**src/rtl/bcd_counter.sv**
```systemverilog
// ---------------------------------------------------------------------------
// bcd_counter
//
// Multi-digit packed-BCD up/down counter. It holds DIGITS BCD digits and
// steps them by one per cycle on incr or decr. It also provides a
// synchronous clear and a parallel load, and it can either wrap or
// saturate at the range limits. The status pulses are registered so that
// downstream cascading logic sees clean one-cycle events.
//
// Parameters
//   DIGITS    number of BCD digits (1..8); range 0 .. 10^DIGITS-1
//   SATURATE  0 = wrap at the limits, 1 = hold at the limits
//
// Ports
//   clk        in   rising-edge clock
//   reset_n    in   asynchronous active-low reset
//   clear      in   synchronous clear to zero (highest priority)
//   load       in   synchronous parallel load of load_data
//   load_data  in   packed BCD load value, digit 0 in [3:0]
//   incr       in   count up by one this cycle
//   decr       in   count down by one this cycle
//   data       out  current count, packed BCD
//   at_max     out  count is all nines
//   at_zero    out  count is zero
//   wrap       out  one-cycle pulse: count wrapped at a limit
//   sat        out  one-cycle pulse: step blocked at a limit
//   load_err   out  one-cycle pulse: load_data held a non-BCD digit
// ---------------------------------------------------------------------------
module bcd_counter #(
    parameter int DIGITS   = 4,
    parameter bit SATURATE = 1'b0
) (
    input  logic                clk,
    input  logic                reset_n,
    input  logic                clear,
    input  logic                load,
    input  logic [4*DIGITS-1:0] load_data,
    input  logic                incr,
    input  logic                decr,
    output logic [4*DIGITS-1:0] data,
    output logic                at_max,
    output logic                at_zero,
    output logic                wrap,
    output logic                sat,
    output logic                load_err
);

    localparam int W = 4 * DIGITS;
    localparam logic [W-1:0] ALL_NINES = {DIGITS{4'h9}};
    localparam logic [W-1:0] ALL_ZERO  = {W{1'b0}};

    // Replace every digit above 9 with 9; valid digits pass through.
    function automatic logic [W-1:0] bcd_clamp(input logic [W-1:0] v);
        logic [W-1:0] r;
        r = v;
        for (int k = 0; k < DIGITS; k++) begin
            if (v[4*k +: 4] > 4'd9) begin
                r[4*k +: 4] = 4'd9;
            end else begin
                r[4*k +: 4] = v[4*k +: 4];
            end
        end
        return r;
    endfunction

    // True when any digit of v is outside 0..9.
    function automatic logic bcd_has_bad(input logic [W-1:0] v);
        logic bad;
        bad = 1'b0;
        for (int k = 0; k < DIGITS; k++) begin
            if (v[4*k +: 4] > 4'd9) begin
                bad = 1'b1;
            end else begin
                bad = bad;
            end
        end
        return bad;
    endfunction

    logic [W-1:0] data_q, data_d;
    logic         wrap_q, wrap_d;
    logic         sat_q, sat_d;
    logic         load_err_q, load_err_d;

    logic [W-1:0] inc_val_s;
    logic [W-1:0] dec_val_s;
    logic         inc_carry_s;
    logic         dec_borrow_s;
    logic         at_max_s;
    logic         at_zero_s;
    logic         step_up_s;
    logic         step_dn_s;

    assign at_max_s  = (data_q == ALL_NINES);
    assign at_zero_s = (data_q == ALL_ZERO);
    // Simultaneous incr and decr cancel out.
    assign step_up_s = incr & ~decr;
    assign step_dn_s = decr & ~incr;

    // Increment ripple: a carry turns 9 into 0 and propagates upwards.
    // All nines naturally rolls over to zero.
    always_comb begin
        inc_val_s   = data_q;
        inc_carry_s = 1'b1;
        for (int k = 0; k < DIGITS; k++) begin
            if (inc_carry_s && (data_q[4*k +: 4] == 4'd9)) begin
                inc_val_s[4*k +: 4] = 4'd0;
            end else if (inc_carry_s) begin
                inc_val_s[4*k +: 4] = data_q[4*k +: 4] + 4'd1;
                inc_carry_s         = 1'b0;
            end else begin
                inc_val_s[4*k +: 4] = data_q[4*k +: 4];
            end
        end
    end

    // Decrement ripple: a borrow turns 0 into 9 and propagates upwards.
    // Zero naturally rolls under to all nines.
    always_comb begin
        dec_val_s    = data_q;
        dec_borrow_s = 1'b1;
        for (int k = 0; k < DIGITS; k++) begin
            if (dec_borrow_s && (data_q[4*k +: 4] == 4'd0)) begin
                dec_val_s[4*k +: 4] = 4'd9;
            end else if (dec_borrow_s) begin
                dec_val_s[4*k +: 4] = data_q[4*k +: 4] - 4'd1;
                dec_borrow_s        = 1'b0;
            end else begin
                dec_val_s[4*k +: 4] = data_q[4*k +: 4];
            end
        end
    end

    // Next-state selection: clear > load > step; pulses default low.
    always_comb begin
        data_d     = data_q;
        wrap_d     = 1'b0;
        sat_d      = 1'b0;
        load_err_d = 1'b0;
        if (clear) begin
            data_d = ALL_ZERO;
        end else if (load) begin
            data_d     = bcd_clamp(load_data);
            load_err_d = bcd_has_bad(load_data);
        end else if (step_up_s) begin
            if (at_max_s && SATURATE) begin
                sat_d = 1'b1;
            end else if (at_max_s) begin
                data_d = inc_val_s;
                wrap_d = 1'b1;
            end else begin
                data_d = inc_val_s;
            end
        end else if (step_dn_s) begin
            if (at_zero_s && SATURATE) begin
                sat_d = 1'b1;
            end else if (at_zero_s) begin
                data_d = dec_val_s;
                wrap_d = 1'b1;
            end else begin
                data_d = dec_val_s;
            end
        end else begin
            data_d = data_q;
        end
    end

    // State and pulse registers.
    always_ff @(posedge clk or negedge reset_n) begin
        if (!reset_n) begin
            data_q     <= ALL_ZERO;
            wrap_q     <= 1'b0;
            sat_q      <= 1'b0;
            load_err_q <= 1'b0;
        end else begin
            data_q     <= data_d;
            wrap_q     <= wrap_d;
            sat_q      <= sat_d;
            load_err_q <= load_err_d;
        end
    end

    assign data     = data_q;
    assign at_max   = at_max_s;
    assign at_zero  = at_zero_s;
    assign wrap     = wrap_q;
    assign sat      = sat_q;
    assign load_err = load_err_q;

endmodule
```
**config.mk**
```make
export PLATFORM = sky130hd
export DESIGN_NAME = bcd_counter
export DESIGN_NICKNAME = d
export VERILOG_FILES = /design/src/rtl/bcd_counter.sv
export SDC_FILE = /design/constraint.sdc
export NUM_CORES = 1
export LEC_CHECK = 0
export CELL_PAD_IN_SITES_DETAIL_PLACEMENT = 0
export CELL_PAD_IN_SITES_GLOBAL_PLACEMENT = 2
export CORE_UTILIZATION = 29
export DETAILED_ROUTE_END_ITERATION = 8
export PLACE_DENSITY = 0.78
export SYNTH_ARGS = -nofsm -noshare
export SYNTH_HDL_FRONTEND = slang
export SYNTH_SLANG_ARGS = --single-unit
```
**constraint.sdc**
```tcl
create_clock -name clk -period 2.5 [get_ports clk]
set_input_delay 0.5 -clock clk [delete_from_list [all_inputs] [get_ports clk]]
set_output_delay 0.5 -clock clk [all_outputs]
set_load 0.01 [all_outputs]
```
==> results.txt <==
----------------------------------------------------
[Synthesis]
  Post-synthesis instance area ... 0.00187 mm^2
  Part of the Yosys area used for sequential elements ... 24.1%
  Fraction of synthesized cell area taken by the top area cell type ... 24.1%
  Yosys warning count ... 0
  Number of flops mapped to enable cells by yosys ... 0
  Dominant cell type by area after synthesis ... sky130_fd_sc_hd__dfrtp_1
  Mean area per synthesized cell ... 8.04 um^2
  Number of storage elements in the synthesis netlist ... 18
  Number of distinct library cells after synthesis ... between 50 and 60
  Async S/R FF share, synth ... 100%
  Synth Net Count ... roughly 270
  Top flip-flop cell by instance count after synthesis ... sky130_fd_sc_hd__dfrtp_1
  Leading cell types by total area after synthesis ... sky130_fd_sc_hd__dfrtp_1, sky130_fd_sc_hd__ha_1, sky130_fd_sc_hd__o21ai_0
  Post-synthesis instance total ... between 200 and 250

[Cells and area]
  Final antenna diode count ... 0
  Footprint of the multi-input gates ... 0.00128 mm^2
  Number of inserted filler cells in the final layout ... 604
  Area taken by flip-flops and latches ... roughly 450 um^2
  Synth-to-Final Area Change ... 43.4%
  Fraction of final layout cells with drive strength greater than 1 ... 18.9%
  Final cell count without fillers ... approximately 380
  Count of nets after finishing ... 348

[Floorplanning]
  Width of the die ... 82.2 um
  Die Area ... 0.00676 mm^2
  Starting utilization of the core area ... 30.8%
  Die boundary height ... 82.2 um
  Area inside the core boundary ... 0.00606 mm^2
  Number of top-level pins ... 43
  FP Rows ... 28

[Outcome]
  Run status ... finished, final reports clean

[Setup path]
  Worst setup path class ... reg -> out
  Buffers & Inverters on Critical Path ... 2
  Crit path required time ... 2.00 ns
  Worst path top cell family by delay ... simple AND/OR/NAND/NOR gates
  Logic depth of the worst setup path including buffers ... 5
  Depth of the worst register-to-register path ... 8
  Standard cell with the maximum stage delay on the critical path ... sky130_fd_sc_hd__or3b_4
  Cell breakdown of the critical path ... inv_1 > ha_1 > or3b_4 > nor4_4 > clkbuf_2
  R2r setup slk ... 0.33 ns
  Kind of start point of the critical path ... flip-flop
  Worst-path maximum fanout ... 3
  CP endpoint kind ... output pin
  Crit-path max cell delay ... 0.42 ns
  Arrival time worst endpoint ... 1.83 ns

[Clock tree]
  Clock buffers created by TritonCTS ... 3
  H-tree depth reported by CTS ... 1
  Sinks on Clock Net ... 18
  Number of buffers on the longest clock path ... 2
  CTS clock-pin slew for the worst setup and hold paths ... approximately 0.08 ns
  Clock tree from TritonCTS ... yes
  Clock Latency Late Sink ... 0.27 ns
  CTS Root Cell ... sky130_fd_sc_hd__clkbuf_8

[Routing]
  Per-cell routed wire length ... 16.2 um
  Vias post-DR ... about 2000
  Drt drc ... 0
  Detailed router's first-iteration violation count ... 111
  Remaining antenna violation count ... 0
  Total detailed-routing wirelength ... 6210 um
  Routed via count divided by cell count ... 5.28
  Number of iterations in the first detailed-routing pass ... 4

[Timing]
  Highest clock frequency the design can meet ... 430 MHz
  Count of final hold-check violations ... 0
  Final worst path period share ... 93.1%
  Final min period ... 2.33 ns
  Actual transition at the worst max-transition pin ... 0.627 ns
  Total of endpoints with negative setup slack in the final report ... 0
  Setup TNS after final layout ... 0 ns
  Final Skew ... 0.00188 ns
  Max transition margin ... 57.7%
  Number of pins exceeding their max-slew limit in the final report ... 0
  Worst Setup Slack, final ... between 0.15 and 0.2 ns
  Setup repair after global routing missed its margin ... false

[GRT]
  Maximum number of pins on one net before global-route repair ... 19
  First-pass GRT wire length ... 10000 um
  Vias in the first global route ... 1961
  Remaining Overflow, GRT ... 0
  Antenna violations before repair ... 0
  Tot GR Track Use ... 19.9%

[Run]
  Number of violations of the max-capacitance limit ... 0

[Power]
  Proportion of total power due to net switching ... 36.6%
  Combinational share of power ... between 40% and 50%
  Max rail drop VDD ... 0.182 mV
  Pint ... 733 uW
  Leakage power total ... 0.00114 uW
  Design Power ... roughly 1200 uW
  Clk pwr share ... 22.9%
  Sequential power share ... 28.6%
  Power spent charging and discharging nets ... 422 uW
  Power density cells ... between 400 and 500 mW/mm^2

[Placement]
  Pre-CTS setup slack ... 0.0533 ns
  IO buf count ... just over 40
  Final weighted congestion in routability-driven placement ... approximately 0.82
  Number of placed instances with taps included ... between 300 and 400
  Placed wire-length estimate after detailed placement ... 4800 um

[Hold path]
  Worst min path class ... in -> async

----------------------------------------------------
[worst paths after layout]
kind | startpoint | endpoint
setup / recovery | data[5] | at_zero
hold / removal | reset_n | data[13]
setup reg to reg | data[0] | data[12]
hold reg to reg | data[5] | data[5]
max in group asynchronous | reset_n | data[0]
min in group clk | data[5] | data[5]
[cell type report]
type / instances / share of cell area, %
Multi-Input combinational cell: 183 / 47.9
Timing Repair Buffer: 84 / 27.2
Sequential cell: 18 / 16.8
Tap cell: 75 / 3.51
Inverter: 18 / 2.53
Clock buffer: 4 / 2.06
[timing repair]
action / 4_1_cts / 5_1_grt
setup buffers: 2 / 0
gates resized for setup: 2 / 2
hold buffers: 0 / 0
pin swaps: 1 / 0
setup endpoints to repair: 2 / 1
[synthesized netlist by cell type (5+ instances only)]
cell,instances
sky130_fd_sc_hd__nand3_1,9
sky130_fd_sc_hd__nand3b_1,5
sky130_fd_sc_hd__nand2_1,18
sky130_fd_sc_hd__o21ai_0,18
sky130_fd_sc_hd__xor2_1,5
sky130_fd_sc_hd__clkbuf_1,8
sky130_fd_sc_hd__a31oi_1,5
sky130_fd_sc_hd__nor3_1,7
sky130_fd_sc_hd__nor2b_1,5
sky130_fd_sc_hd__nor2_1,16
sky130_fd_sc_hd__dfrtp_1,18
sky130_fd_sc_hd__a21oi_1,13
sky130_fd_sc_hd__inv_1,18
sky130_fd_sc_hd__ha_1,18
[power by group through the flow]
stage | Clock [uW] | Sequential (uW) | Combinational [uW]
4_1_cts | 262 | 331 | 563
2_1_floorplan | 0 | 364 | 285
3_3_place_gp | 0 | 336 | 559
5_1_grt | 270 | 334 | 619
3_5_place_dp | 0 | 337 | 558
6_report | 264 | 331 | 560
[metrics by stage]
| stage | instance area, um^2 | hold slack (ns) | utilization [%] |
|---|---|---|---|
| after floorplan | 1870 | 0.204 | - |
| after global placement | 2610 | 0.632 | 43.1 |
| after detailed placement | 2610 | 0.621 | 43.1 |
| after CTS | 2680 | 0.576 | 44.2 |
| after global routing | 2680 | 0.619 | 44.1 |
| final | 2680 | 0.564 | 44.1 |
[per-layer routing]
metal / share of wire [%] / up-vias / global-route usage, % / wire length [um]
met3: 3.0 / 7 / 1.98 / 184
met4: 1.1 / 0 / 5.79 / 66
met5: 0 / - / 0 / 0
met1: 48 / 963 / 27.6 / 3010
li1: - / 1006 / - / -
met2: 48 / 41 / 32.4 / 2950
[logic make-up after synthesis]
group,count (synthesis),share of synthesized area [%]
compound gates,73,26.6
xor+xnor,8,3.76
fa+ha+maj,18,12.1
buf+inv,31,7.18
flops,18,24.1
mux,2,1.07
other cells,1,0.201
simple gates,81,25.0
[worst reg2reg max path: cells and delay by family, from the launching register on]
kind                     cells  cell delay (ns)
buffers and inverters        2             0.25
flip-flops                   1             0.38
AND/OR/NAND/NOR              2             0.74
adder cells (fa/ha/maj)      1             0.16
AO/OA/AOI/OAI                3             0.54
[registers in the layout, summed over array words and instances, names as in the netlist]
register / count
data: 16
load_err: 1
wrap: 1
[layout by cell type, fill, tap and decap left out, types with 3 or more instances in the layout]
cell,netlist,final
sky130_fd_sc_hd__inv_1,18,18
sky130_fd_sc_hd__dfrtp_1,18,18
sky130_fd_sc_hd__nand3_1,9,9
sky130_fd_sc_hd__o21ai_0,18,18
sky130_fd_sc_hd__o32ai_1,4,4
sky130_fd_sc_hd__buf_4,2,43
sky130_fd_sc_hd__xnor2_1,3,3
sky130_fd_sc_hd__nand2_1,18,18
sky130_fd_sc_hd__a31oi_1,5,5
sky130_fd_sc_hd__nor2b_1,5,5
sky130_fd_sc_hd__o311ai_0,3,3
sky130_fd_sc_hd__nor2_1,16,16
sky130_fd_sc_hd__a211oi_1,4,4
sky130_fd_sc_hd__or3b_4,3,3
sky130_fd_sc_hd__clkdlybuf4s50_1,0,39
sky130_fd_sc_hd__nor3_1,7,7
sky130_fd_sc_hd__a21oi_1,13,13
sky130_fd_sc_hd__nand3b_1,5,5
sky130_fd_sc_hd__clkbuf_8,0,4
sky130_fd_sc_hd__ha_1,18,18
sky130_fd_sc_hd__xor2_1,5,5
Power figures use the tool's default switching activity.
==> edit: new RTL, same settings <==
`DIGITS`: 4 -> 5.
--- a/src/rtl/bcd_counter.sv
+++ b/src/rtl/bcd_counter.sv
@@ -28,5 +28,5 @@
 // ---------------------------------------------------------------------------
 module bcd_counter #(
-    parameter int DIGITS   = 4,
+    parameter int DIGITS   = 5,
     parameter bit SATURATE = 1'b0
 ) (
Ports: changed (resized data and load_data); port bits go from 43 to 51. No check against the original RTL was run, so the function may have changed too.
==> edit against the unedited design <==
Power grew 17%. Final area grew 29%. Clock skew grew 2.7 ps. Routed wire length grew 22%. Sequential cell count grew 4. Sequential share of layout area shrank 0.83 points. Setup slack lost 110 ps. Critical path depth grew 1. Global-route usage shrank 1.6 points. Synthesized cell count grew 24%. Area after synthesis grew 26%. Largest cell class unchanged.
==> edit: results <==
[yosys]
synth_common_cells = nor2_1, dfrtp_1, inv_1
seq_area_frac_synth_pct = 23.4
yosysUniqueCellTypes = 66
synthTopCellsByArea = dfrtp_1, ha_1, nor2_1
syn_nets = 335

[timing]
clock_skew_ps = 4.54
layout_setup_ws_ps = 63.0
relSlewSlack_pct = 61.6

[outcome]
outcome = complete, no violations

[power_and_ir_drop]
power.leakage_nw = 1.48
peakVddDrop_uv = 217

[final_layout]
nets = 433
drive_above_1_share_pct = 22.6
fillers = 802
largest_reg_flops = 20

[clock_network]
h-tree-depth = 1

[grt]
gr-usage-met1_pct = 25.2
grt_use_total_pct = 18.3
grt_pass1_vias = 2505
grt_pass1_wl_mm = 12.4
gr-usage-met3_pct = 2.24
grt_max_degree = 23
gr-usage-met2_pct = 31.3

[placed_design]
portBuffers = 49
placed_cell_area_sq_um = 3350
place_congestion = 0.865
dp_slack_ps = -117
dp_hpwl_mm = 5.98

[critical_path]
endpoint = at_max
cp_max_fo = 2
crit_start = data[5]
critical-path-slowest-cell = or4_4
r2r-start = data[1]
rrSetupSlack_ps = 210
critical_path.max_stage_delay_ps = 550
arrival_ps = 1940
r2r_end = data[13]
r2r_cells = 10

[detailed_routing]
via_per_inst = 5.14
drt-initial-drc-count = 133
wire_per_inst_um = 15.6
-- edit: cell types whose count changed after synthesis, moves of 7 or more --
cell      change
nand2b_1      +7
a211oi_1      +7
nor2_1        +9
o21ai_0       -7
-- edit: per-stage QoR --
step	std cells	hold WS, ps	power, mW
after floorplan	288	204	0.759
after global placement	483	662	1.07
after detailed placement	483	669	1.07
after CTS	487	607	1.35
after global routing	487	614	1.44
final	487	597	1.35
-- edit: report_power, final --
part	switching [mW]	total (mW)	leakage (nW)	internal, mW
registers	0.0284	0.414	0.288	0.386
clock network	0.135	0.275	0.0288	0.141
logic	0.326	0.663	1.17	0.337
-- edit: logic make-up (layout without fill, tap and decap cells) --
group | Yosys count | in the layout | synth area share [%]
buffers and inverters | 41 | 138 | 7.30
muxes | 1 | 1 | 0.479
other | 1 | 1 | 0.160
xor gates and xnor gates | 11 | 11 | 4.10
and+or+nand+nor | 101 | 101 | 25.4
DFF | 22 | 22 | 23.4
adders and majority gates | 21 | 21 | 11.2
AOI/OAI and AO/OA | 90 | 90 | 27.9
-- edit: layer usage --
layer	share of wire [%]	vias to the layer above	wire length [um]
li1	-	1256	-
met1	49	1188	3740
met2	47	53	3540
met3	3.5	4	265
met4	0.34	0	26
met5	0	-	0
-- edit: cell type report --
| cell class | instances | area [sq um] | share of cell area (%) |
|---|---|---|---|
| multi-input combinational | 225 | 1660 | 48.4 |
| timing repair buffer | 112 | 960 | 27.9 |
| sequential | 22 | 551 | 16.0 |
| tap | 102 | 128 | 3.71 |
| inverter | 22 | 82.6 | 2.40 |
| clock buffer | 4 | 55.1 | 1.60 |
-- edit: what timing repair did --
action,in CTS,in global routing
pin swaps,2,2
buffers inserted,0,0
gates resized for setup,7,7
gates cloned,0,0
endpoints found under the setup margin,2,2
